--- config.mk ---
export PLATFORM = sky130hd
export DESIGN_NAME = imem_loader
export DESIGN_NICKNAME = d
export VERILOG_FILES = /design/src/rtl/imem_loader.sv
export SDC_FILE = /design/constraint.sdc
export NUM_CORES = 1
export LEC_CHECK = 0
export CAP_MARGIN = 10
export CORE_ASPECT_RATIO = 1.5
export CORE_MARGIN = 3
export CORE_UTILIZATION = 55
export CTS_CLUSTER_DIAMETER = 60
export DETAILED_ROUTE_END_ITERATION = 7
export HOLD_SLACK_MARGIN = 0.15
export PLACE_DENSITY = 0.82
export SYNTH_ARGS = -nofsm -noshare
export SYNTH_HDL_FRONTEND = slang
export SYNTH_SLANG_ARGS = --single-unit
--- constraint.sdc ---
create_clock -name clk -period 6.27 [get_ports clk]
set_input_delay 1.254 -clock clk [delete_from_list [all_inputs] [get_ports clk]]
set_output_delay 1.254 -clock clk [all_outputs]
set_load 0.01 [all_outputs]
--- src/rtl/imem_loader.sv ---
// imem_loader
// Turns a length-prefixed byte stream from the boot receiver into little-endian
// 32-bit word writes on the instruction RAM write port. Words are placed at
// consecutive word-aligned byte addresses from BASE_ADDR. The fetch side can then
// read back the same image it was streamed.
module imem_loader #(
    parameter int V         = 32,
    parameter int RAM_SIZE  = 512,
    parameter int BASE_ADDR = 0
) (
    input  logic         clk,
    input  logic         rst_n,
    input  logic         start,
    input  logic [7:0]   rx_data,
    input  logic         rx_valid,
    output logic         rx_ready,
    output logic         imem_we,
    output logic [V-1:0] imem_addr,
    output logic [V-1:0] imem_wdata,
    output logic         busy,
    output logic         done,
    output logic         error,
    output logic [15:0]  words_loaded
);

    typedef enum logic [2:0] {
        IDLE,
        LEN0,
        LEN1,
        DATA,
        WRITE,
        DONE,
        ERR
    } state_e;

    localparam logic [15:0]  RamSizeW  = 16'(RAM_SIZE);
    localparam logic [V-1:0] BaseAddrW = V'(BASE_ADDR);

    state_e       state_q, state_d;
    logic [15:0]  count_q, count_d;
    logic [15:0]  idx_q, idx_d;
    logic [1:0]   lane_q, lane_d;
    logic [23:0]  word_q, word_d;
    logic [V-1:0] addr_q, addr_d;
    logic [V-1:0] wdata_q, wdata_d;
    logic [15:0]  words_q, words_d;
    logic [15:0]  nextCount;

    // Next-state, datapath updates and Moore outputs. Everything defaults to hold/inactive first.
    always_comb begin
        state_d   = state_q;
        count_d   = count_q;
        idx_d     = idx_q;
        lane_d    = lane_q;
        word_d    = word_q;
        addr_d    = addr_q;
        wdata_d   = wdata_q;
        words_d   = words_q;
        nextCount = {rx_data, count_q[7:0]};
        rx_ready  = 1'b0;
        imem_we   = 1'b0;
        busy      = 1'b0;
        done      = 1'b0;
        error     = 1'b0;

        case (state_q)
            IDLE, DONE, ERR: begin
                done  = (state_q == DONE);
                error = (state_q == ERR);
                if (start) begin
                    state_d = LEN0;
                    count_d = 16'd0;
                    idx_d   = 16'd0;
                    lane_d  = 2'd0;
                    words_d = 16'd0;
                end
            end
            LEN0: begin
                busy     = 1'b1;
                rx_ready = 1'b1;
                if (rx_valid) begin
                    count_d = {count_q[15:8], rx_data};
                    state_d = LEN1;
                end
            end
            LEN1: begin
                busy     = 1'b1;
                rx_ready = 1'b1;
                if (rx_valid) begin
                    count_d = nextCount;
                    lane_d  = 2'd0;
                    if (nextCount == 16'd0) begin
                        state_d = DONE;
                    end else if (nextCount > RamSizeW) begin
                        state_d = ERR;
                    end else begin
                        state_d = DATA;
                    end
                end
            end
            DATA: begin
                busy     = 1'b1;
                rx_ready = 1'b1;
                if (rx_valid) begin
                    lane_d = lane_q + 2'd1;
                    case (lane_q)
                        2'd0: word_d[7:0]   = rx_data;
                        2'd1: word_d[15:8]  = rx_data;
                        2'd2: word_d[23:16] = rx_data;
                        default: begin
                            addr_d  = BaseAddrW + V'({idx_q, 2'b00});
                            wdata_d = V'({rx_data, word_q});
                            state_d = WRITE;
                        end
                    endcase
                end
            end
            WRITE: begin
                busy    = 1'b1;
                imem_we = 1'b1;
                idx_d   = idx_q + 16'd1;
                words_d = words_q + 16'd1;
                if ((idx_q + 16'd1) == count_q) begin
                    state_d = DONE;
                end else begin
                    state_d = DATA;
                end
            end
            default: state_d = IDLE;
        endcase
    end

    // State and datapath registers; an asynchronous reset aborts any load in progress.
    always_ff @(posedge clk or negedge rst_n) begin
        if (!rst_n) begin
            state_q <= IDLE;
            count_q <= '0;
            idx_q   <= '0;
            lane_q  <= '0;
            word_q  <= '0;
            addr_q  <= '0;
            wdata_q <= '0;
            words_q <= '0;
        end else begin
            state_q <= state_d;
            count_q <= count_d;
            idx_q   <= idx_d;
            lane_q  <= lane_d;
            word_q  <= word_d;
            addr_q  <= addr_d;
            wdata_q <= wdata_d;
            words_q <= words_d;
        end
    end

    assign imem_addr    = addr_q;
    assign imem_wdata   = wdata_q;
    assign words_loaded = words_q;

endmodule
; Word-level counts from Yosys, hierarchy flattened
; Index checks and enable logic that the tools add are counted.
[classes]
multipliers = 0
order_cmp = 1
bitwise = 3
n_shift = 0
reduce_logical = 20
n_eq_ne = 14
add_sub_neg = 3
n_div = 0
mux = 24
[op_table]
columns = operator, n
row1 = one-hot mux 16 bit (2 select lines), 2
row2 = one-hot mux 16 bit (3 select lines), 1
row3 = "adder 16 x 1 -> 16 bit, second input constant", 2
row4 = 2-to-1 mux 16 bit, 2
row5 = 2-to-1 mux 3 bit, 8
row6 = == test 16 bit, 1
row7 = "greater-than comparator 16 x 10 -> 1 bit, second input constant", 1
row8 = zero test 16 bit, 1
row9 = one-hot mux 3 bit (5 select lines), 1
row10 = AND reduction 3 bit, 4
row11 = AND reduction 4 bit, 3
row12 = "inequality test 2 bit, second input constant", 5
row13 = "== test 3 bit, second input constant", 3
row14 = OR reduction 3 bit, 3
row15 = 2-to-1 mux 8 bit, 1
row16 = "== test 3 x 2 -> 1 bit, second input constant", 2
row17 = 2-to-1 mux 2 bit, 3
row18 = one-hot mux 2 bit (3 select lines), 1
row19 = nonzero test 2 bit, 3
row20 = 2-to-1 mux 1 bit, 5
row21 = AND reduction 5 bit, 1
row22 = OR reduction 4 bit, 1
row23 = "== test 3 x 1 -> 1 bit, second input constant", 1
row24 = zero test 3 bit, 1
row25 = other kinds (7), 9
[word_totals]
ramBits = 0
out_inout_bits = 85
reg_bits = 125
wordCells = 76
latch_bits = 0
rom_bits = 0
memories = 0

; Logic depth before layout (Yosys ltp)
; Gate-level depths: netlist of run 1.
[depth]
word_depth = 5
ltp_mapped = 10

; Worst setup path after synthesis of run 1
; No wires, ideal clock.
[synth_path]
path_type = flip-flop to output port
start = register state_q[0]
end = output imem_we
stages_incl_launch_ff = 6
required_ns = 5.016
arrival_ns = 1.417
setup_slack_ns = 3.599
n_path_buf = 2
cell_sequence = dfrtp_1 buf_1 nor2_1 nand2_1 clkinv_1 buf_1
[synth_between]
elab_chain_cells = 2
[synth_rtl]
columns = item, line
row1 = from (decl), 39  ; state_e state_q, state_d;
row2 = from (signal assigned), 145  ; state_q <= state_d;
row3 = == test 3 bit, 66  ; case (state_q)
row4 = 2-to-1 mux 1 bit, 66
row5 = to (decl), 17  ; output logic imem_we,
; Every way passes these cells.

; Worst setup path in the final report of run 1
; Ends and elaborated chain as after synthesis.

==> results.md, run 1 <==
- Final count of hold timing violations: 0
- Global-route wire length before repair: between 20000 and 25000 um
- Clock latency on the worst-skew pair: ~0.41 ns
- Setup violations, final: 0
- Setup WS pre-CTS: about 2.7 ns
- Mapped cell area: 0.005936 mm^2
- Max_cap viols: 0
- Slew Limit Fails: 0
- Std-Cell Rows: 45
- Maximum vdd drop: a little under 0.3 mV
- Die area: 0.01210 mm^2
- Worst Max-Slew Pin Slew: roughly 1.2 ns
- Static leakage: between 3 and 4 nW
- Hold Crit Class: flip-flop to flip-flop
- Nets: about 660
- Area leader, netlist: dfrtp_1
- CP required: approximately 5 ns
- Post-synth top area share: 0.5270
- Crit-path max FO: 33
- Core area: between 0.01 and 0.015 mm^2
- Starting DRT DRC Count: between 200 and 300
- Post-Route WL: between 10000 and 15000 um
- Antenna viol nets, final: 0
- Vias in the first global route: about 4600
- WHS: roughly 0.47 ns
- N_diodes: 0
- Worst EP arrival: between 2 and 3 ns
- DRC Markers: 0
- I/O Buffers: 80
- Run status: finished clean
- Synth Register Bits: 125
- Initial antenna violation count: 0
- Fmax achieved: between 0.2 and 0.25 GHz
- Setup CP Type: flip-flop to primary output
- Mapped Cells: between 500 and 600
- Fraction of layout cells with a size suffix above 1: 0.1672
- Sequential area share after synthesis: 0.5270
- Post-CTS Hold Buffers: 0
- CTS Sinks: ~130
- Largest net degree at the start of global routing: 65
- Via count: about 4600
- Starting Density: 0.5761
- CTS Buf Count: 17
- Unrepaired setup endpoints after global routing: no
- Slew headroom: 0.2245
- Synth unique cells: 41
- Total GRT Usage: 0.2312
- H-tree levels: 4
- Detailed-route vias per instance: about 5.8
- Setup Skew: 0.006122 ns
- Power Density: 407.0 mW/mm^2
- Setup ws final: around 2.2 ns
- Post-CTS Setup Inserts: 0
- Die Y: around 130 um
- Crit end category: primary output
- Final worst path period share: 0.6490
- Total gr overflow: 0
- Area growth syn-to-layout: 25.15%
- Commonest non-fill, non-tap cells in the layout: 125 x dfrtp_1, 82 x o21ai_0, 79 x clkdlybuf4s50_1
- Synth top area cells: dfrtp_1 53%, mux2_2 13%, o21ai_0 6.9%
- DPL Wire Length: ~9000 um
- Final Critical Period: between 4 and 5 ns
- Clk root buf: clkbuf_16
- Die Wd: ~91 um
- CTS tree: done
- Drt first pass iters: 6
- CP startpoint kind: flip-flop
- Reg clk slew, reported paths: approximately 0.050 ns
- Most common cell after layout, fill and taps aside: dfrtp_1
- Syn_area_per_cell: 10.49 um^2
- Resized cells post-CTS: 0
- Num ports: 97
- Final Core Density: 0.7209
- Routability Congestion: between 0.8 and 0.9
- Ys Warns: 0
- Fin Setup TNS: 0 ns
- Clock buffer depth: 2
- Wire length per cell: 16.99 um
[registers in the layout (all words and copies together) (netlist names)]
register      count
imem_wdata       32
word_q           24
count_q          16
idx_q            16
imem_addr        16
words_loaded     16
state_q           3
lane_q            2
[stage by stage]
step,power [mW],instance area [um^2],instances
after detailed placement,1.956,6748,759
after global routing,3.185,7428,793
final,3.023,7428,793
after global placement,1.907,6748,759
after floorplan,1.653,5992,581
after CTS,3.025,7393,791
[layout make-up]
class	instances	area (um^2)
clock buffers	23	488.0
well taps	141	176.4
flip-flops and latches	125	3128
multi-input cells	387	2540
inverters	24	90.09
clock inverters	9	157.7
fillers	736	2875
repair buffers	84	848.3
[final timing paths]
check                                 start  slack, ns  cells past startpoint                to
setup / recovery                 state_q[0]       2.20                      4           imem_we
min in group asynchronous             rst_n       0.93                      1    imem_wdata[28]
hold / removal             words_loaded[15]       0.47                      1  words_loaded[15]
hold reg to reg            words_loaded[15]       0.47                      1  words_loaded[15]
setup reg to reg                 state_q[0]       3.55                      7          idx_q[6]
max in group asynchronous             rst_n       4.06                      2          idx_q[4]
[power breakdown]
group	switching [mW]	leakage (nW)	total, mW	internal (mW)
clock	0.344	0.310	1.05	0.708
combinational	0.435	1.33	0.825	0.390
sequential	0.155	1.70	1.15	0.991
total	0.934	3.34	3.02	2.09
[synthesized netlist by cell type]
| master | number |
|---|---|
| dfrtp_1 | 125 |
| o21ai_0 | 82 |
| mux2_2 | 70 |
| nand2_1 | 42 |
| nand3_1 | 31 |
| nor2_1 | 29 |
| inv_1 | 23 |
| buf_4 | 18 |
| a21oi_1 | 17 |
| clkbuf_1 | 17 |
| xnor2_1 | 16 |
| nand4_1 | 11 |
| a31oi_1 | 8 |
| o31ai_1 | 8 |
| xor2_1 | 8 |
| buf_1 | 7 |
| ha_1 | 6 |
| nor3_1 | 5 |
| and3_1 | 4 |
| and4_1 | 4 |
| nor4_1 | 4 |
| nand3b_1 | 3 |
| nor2b_1 | 3 |
| a211o_1 | 2 |
| a22o_1 | 2 |
| buf_2 | 2 |
| nand2b_1 | 2 |
| o211ai_1 | 2 |
| o21a_1 | 2 |
| o22ai_1 | 2 |
| a211oi_1 | 1 |
| a21o_1 | 1 |
| a311oi_1 | 1 |
| and2_1 | 1 |
| and4_4 | 1 |
| clkbuf_2 | 1 |
| clkinv_1 | 1 |
| conb_1 | 1 |
| nor2_2 | 1 |
| o31a_1 | 1 |
| or3_1 | 1 |
[worst max-delay path, stage by stage, from the launching register on]
cell             delay [ns]
dfrtp_1                0.58
nor2_1                 0.16
nand2_1                0.88
clkinv_1               0.23
clkdlybuf4s50_1        0.54
[per-layer routing]
metal  global-route usage  up-vias  routed length (um)
met5                    0        -                   0
met4              0.09815        0                 287
met3              0.06780       26                 859
met2               0.4115      185                7190
met1               0.2561     2255                5137
li1                     -     2118                   -
[cells by family after synthesis]
family,synth area share
flip-flops,0.5270
other,0.0006318
adder cells (fa/ha/maj),0.01265
multiplexers,0.1328
XOR/XNOR,0.03541
AND/OR/NAND/NOR,0.1153
buffers and inverters,0.05565
AO/OA/AOI/OAI,0.1206
Power figures use the tool's default switching activity.
==> inputs of run 2 (changes only) <==
CORE_UTILIZATION = 48   (was 55)
PLACE_DENSITY = 0.76   (was 0.82)
clock period = 3.55 ns   (was 6.27 ns; I/O delays follow)
==> run 2 against run 1 <==
Against the previous run:
- clock power up 77%
- non-clock buffer count rose by 8
- cell count rose by 2.5%
- hold slack got worse by 0.076 ns
- combinational power up 78%
- sequential cell count is the same
- clock skew is 0.00069 ns higher
- clock-buffer cell count shrank 5
- critical path depth unchanged
- sequential share of layout area decreased by 0.37 points
==> results.md, run 2 (synthesis gave the netlist of run 1 again) <==
- Post-Route WL: 13440 um (-0.24%)
- Static leakage: 3.370 nW (+0.88%)
- Setup ws final: 0.6397 ns (-1.561 ns)
- Clock latency on the worst-skew pair: 0.41 ns (about the same)
- Worst EP arrival: 2.20 ns (-0.62 ns)
- DPL Wire Length: 9138 um (+2.5%)
- Total gr overflow: 0 (unchanged)
- H-tree levels: 4 (unchanged)
- Max FFs per register: 32 (unchanged)
- N_diodes: 0 (unchanged)
- Hold Crit Class: input port to asynchronous set/reset pin
- Total GRT Usage: 0.1994 (-0.03178)
- Post-CTS Setup Inserts: 0 (unchanged)
- Area after DPL: 0.006850 mm^2 (+1.5%)
- Detailed-route vias per instance: 5.584 (-3.4%)
- Crit end category: primary output
- Maximum vdd drop: 0.5716 mV (+92%)
- Antenna viol nets, final: 0 (unchanged)
- Max_cap viols: 0 (unchanged)
- Area growth syn-to-layout: 26.24%
- Fmax achieved: between 0.3 and 0.4 GHz
- Setup WS pre-CTS: 0.7220 ns (-1.957 ns)
- Worst Max-Slew Pin Slew: 0.8029 ns (-0.3575 ns)
- WHS: 0.3982 ns (-0.07609 ns)
- Die Wd: 96.80 um (+6.6%)
- Fraction of layout cells with a size suffix above 1: 0.1803 (+0.01313)
- Fillers: 952 (+29%)
- I/O Buffers: 80 (unchanged)
- CP required: 2.84 ns (-2.18 ns)
- Starting DRT DRC Count: 222 (-12%)
- Final count of hold timing violations: 0 (unchanged)
- Die area: 0.01376 mm^2 (+14%)
- DRC Markers: 0 (unchanged)
- Core area: 0.01202 mm^2 (+17%)
- Setup violations, final: 0 (unchanged)
- Wire length per cell: 16.53 um (-2.7%)
- Power Density: 714.3 mW/mm^2 (+75%)
- Nets: 665 (+1.2%)
- Slew Limit Fails: 0 (unchanged)
- Die Y: 142.2 um (+6.7%)
- Crit-path max FO: 14 (-58%)
- Clk root buf: clkbuf_16
- Vias in the first global route: 4562 (-0.44%)
- CTS Sinks: 125 (unchanged)
- Unrepaired setup endpoints after global routing: no
- Largest net degree at the start of global routing: 63 (-3.1%)
- Initial antenna violation count: 0 (unchanged)
- Setup Skew: 0.006815 ns (+0.0006929 ns)
- Via count: 4540 (-0.96%)
- Reg clk slew, reported paths: 0.06 ns (about the same)
- CP startpoint kind: flip-flop
- Resized cells post-CTS: 0 (unchanged)
- Num ports: 97 (unchanged)
- Std-Cell Rows: 49 (+8.9%)
- Routability Congestion: 0.8763 (+1.1%)
- CTS Buf Count: 17 (unchanged)
- Post-Layout Inst Area: 0.007493 mm^2 (+0.88%)
- Starting Density: 0.4940 (-0.08212)
- Final Critical Period: 2.910 ns
- Most common cell after layout, fill and taps aside: dfrtp_1
- Fin Setup TNS: 0 ns (unchanged)
- Setup CP Type: flip-flop to primary output
- Clock buffer depth: 2 (unchanged)
- Slew headroom: 0.4647 (+0.2402)
- Run status: finished clean
- Drt first pass iters: 5 (-1)
- Post-CTS Hold Buffers: 0 (unchanged)
- Commonest non-fill, non-tap cells in the layout: 125 x dfrtp_1, 82 x o21ai_0, 79 x clkdlybuf4s50_1
- CTS tree: done
- Power, Total: 5.352 mW (+77%)
- Global-route wire length before repair: 22270 um (about the same)
- Final worst path period share: 0.8198
run 2: routing by layer:
metal,part of all wire,vias to the layer above,wire length [um],track usage
met5,0,-,0,0
met4,0.024,0,316,0.08950
met3,0.051,23,680,0.04365
met2,0.54,158,7191,0.3584
met1,0.39,2235,5252,0.2271
li1,-,2124,-,-
run 2: worst paths after layout:
check / to / depth (start not counted) / slack (ns) / startpoint
min: imem_addr[4] / 1 / 0.40 / rst_n
max: imem_we / 4 / 0.64 / state_q[0]
min reg2reg: imem_addr[11] / 2 / 0.48 / imem_addr[11]
max reg2reg: state_q[2] / 8 / 1.01 / idx_q[0]
max in group asynchronous: words_loaded[2] / 2 / 2.37 / rst_n
min in group clk: imem_addr[11] / 2 / 0.48 / imem_addr[11]
run 2: power by group:
| part | total [mW] | switching, mW | internal [mW] |
|---|---|---|---|
| clock | 1.86 | 0.657 | 1.21 |
| sequential | 2.02 | 0.270 | 1.75 |
| combinational | 1.47 | 0.762 | 0.707 |
run 2: layout make-up:
cell class / instances / area (um^2) / share of cell area
flip-flops and latches: 125 / 3128 / 0.4174
multi-input cells: 387 / 2540 / 0.3390
repair buffers: 92 / 900.9 / 0.1202
clock buffers: 18 / 439.2 / 0.05861
clock inverters: 14 / 203.9 / 0.02722
well taps: 153 / 191.4 / 0.02555
inverters: 24 / 90.09 / 0.01202
run 2: worst max-delay path: stages (launching register included):
cell and delay, ns:
dfrtp_1 0.52, nor2_1 0.43, nand2_1 0.20, clkinv_1 0.09, clkdlybuf4s50_1 0.54
run 2: stage by stage:
stage	std cells	util
global route	813	0.6236
finish	813	0.6236
floorplan	581	-
global placement	781	0.5701
CTS	813	0.6236
detailed placement	781	0.5701
==> inputs of run 3 (changes only) <==
CORE_UTILIZATION = 54   (was 48)
PLACE_DENSITY = 0.81   (was 0.76)
clock period = 2.9 ns   (was 3.55 ns; I/O delays follow)
==> run 3 against run 2 <==
Against the previous run:
- global-route usage grew 3.2 points
- via count grew 1.1%
- sequential share of layout area up 0.42 points
- cell count is 0.98% lower
- power rose by 17%
- register-to-register slack got worse by 0.55 ns
- clock power increased by 7%
- critical path type unchanged
==> results.md, run 3 (synthesis gave the netlist of run 1 again) <==
- Slew Limit Fails: 0 (unchanged)
- Reg area: 0.003128 mm^2 (unchanged)
- Static leakage: 3.339 nW (-0.91%)
- Multi-input logic area: 0.002540 mm^2 (unchanged)
- Setup Skew: 0.005656 ns (-0.001158 ns)
- Final Critical Period: 2.710 ns
- DPL Wire Length: 9212 um (+0.81%)
- Drt first pass iters: 5 (unchanged)
- Post-CTS Hold Buffers: 0 (unchanged)
- Max_cap viols: 0 (unchanged)
- Fin cells: 805 (-0.98%)
- Post-CTS Setup Inserts: 0 (unchanged)
- Final worst path period share: 0.9345
- Power Density: 844.3 mW/mm^2 (+18%)
- CP required: 2.32 ns (-0.52 ns)
- Total gr overflow: 0 (unchanged)
- CTS Sinks: 125 (unchanged)
- Setup CP Type: flip-flop to primary output
- Area after DPL: 0.006859 mm^2 (+0.13%)
- Clock latency on the worst-skew pair: 0.41 ns (about the same)
- Run status: finished clean
- Clk root buf: clkbuf_16
- Unrepaired setup endpoints after global routing: no
- I/O Buffers: 80 (unchanged)
- Routability Congestion: 0.8867 (+1.2%)
- Core area: 0.01065 mm^2 (-11%)
- Starting DRT DRC Count: 265 (+19%)
- DRC Markers: 0 (unchanged)
- CTS Buf Count: 17 (unchanged)
- Die Wd: 91.61 um (-5.4%)
- Power, Total: 6.264 mW (+17%)
- Resized cells post-CTS: 0 (unchanged)
- Reg clk slew, reported paths: 0.06 ns (about the same)
- H-tree levels: 4 (unchanged)
- Post-Layout Inst Area: 0.007420 mm^2 (-0.99%)
- Commonest non-fill, non-tap cells in the layout: 125 x dfrtp_1, 82 x o21ai_0, 79 x clkdlybuf4s50_1
- Slew headroom: 0.5708 (+0.1061)
- Fin Setup TNS: 0 ns (unchanged)
- Worst Max-Slew Pin Slew: 0.6438 ns (-0.1591 ns)
- Crit-path max FO: 13 (-1)
- Num ports: 97 (unchanged)
- Clock buffer depth: 2 (unchanged)
- Setup WS pre-CTS: 0.4467 ns (-0.2753 ns)
- Die Y: 134.4 um (-5.5%)
- Antenna viol nets, final: 0 (unchanged)
- Fmax achieved: 0.3690 GHz
- Worst EP arrival: 2.13 ns (-0.07 ns)
- Setup violations, final: 0 (unchanged)
- Wire length per cell: 16.99 um (+2.7%)
- Global-route wire length before repair: 22520 um (+1.1%)
- Maximum vdd drop: 0.5651 mV (-1.1%)
- Hold Crit Class: input port to asynchronous set/reset pin
- Final Core Density: 0.6968 (+0.07323)
- Max FFs per register: 32 (unchanged)
- Final count of hold timing violations: 0 (unchanged)
- CTS tree: done
- Via count: 4592 (+1.1%)
- WHS: 0.1920 ns (-0.2062 ns)
- N_diodes: 0 (unchanged)
- DP Cell Count: 773 (-1.0%)
- Setup ws final: 0.1899 ns (-0.4498 ns)
- Std-Cell Rows: 46 (-6.1%)
- Starting Density: 0.5575 (+0.06350)
- CP startpoint kind: flip-flop
- Initial antenna violation count: 0 (unchanged)
- Cells on worst reg2reg path: 8 (unchanged)
- Vias in the first global route: 4475 (-1.9%)
- Fillers: 763 (-20%)
- Nets: 666 (+0.15%)
- Fraction of layout cells with a size suffix above 1: 0.1785 (-0.001786)
- Detailed-route vias per instance: 5.704 (+2.2%)
- Total GRT Usage: 0.2314 (+0.03204)
- Post-Route WL: 13670 um (+1.7%)
- Die area: 0.01231 mm^2 (-11%)
- Largest net degree at the start of global routing: 51 (-19%)
- Area growth syn-to-layout: 25.00%
- Crit end category: primary output
- Most common cell after layout, fill and taps aside: dfrtp_1
==> run 3: cell types whose count changed in the layout (fill, tap and decap cells not counted) <==
cell and change:
clkinvlp_4 +1, clkinv_2 +2, bufinv_16 -3, inv_6 -3, clkbuf_1 +2, buf_12 +1, clkinv_4 +1
==> run 3: layer usage <==
layer | GRT usage | wire length, um
met5 | 0 | 0
met4 | 0.08473 | 254
met3 | 0.06117 | 843
met2 | 0.4095 | 7348
met1 | 0.2674 | 5226
==> run 3: final cells by class <==
cell class | instances | share of cell area
inverters | 24 | 0.01214
well taps | 144 | 0.02428
clock buffers | 20 | 0.06020
flip-flops and latches | 125 | 0.4216
clock inverters | 12 | 0.01535
repair buffers | 93 | 0.1241
multi-input cells | 387 | 0.3423
==> run 3: worst paths after layout <==
check | from | end | slack [ns]
hold reg to reg | imem_addr[12] | imem_addr[12] | 0.48
setup / recovery | state_q[1] | imem_we | 0.19
setup reg to reg | idx_q[0] | state_q[2] | 0.46
max in group asynchronous | rst_n | imem_wdata[26] | 1.89
hold / removal | rst_n | imem_wdata[28] | 0.19
min in group clk | imem_addr[12] | imem_addr[12] | 0.48
==> run 3: where the power goes <==
group | total (mW) | leakage [nW] | internal, mW | switching [mW]
sequential | 2.49 | 1.70 | 2.14 | 0.347
combinational | 1.79 | 1.38 | 0.859 | 0.927
clock | 1.99 | 0.263 | 1.21 | 0.783
==> run 3: critical path, cell delays in order (launching register included) <==
cell and delay [ns]:
dfrtp_1 0.52, nor2_1 0.38, nand2_1 0.17, clkinv_1 0.12, clkdlybuf4s50_1 0.54
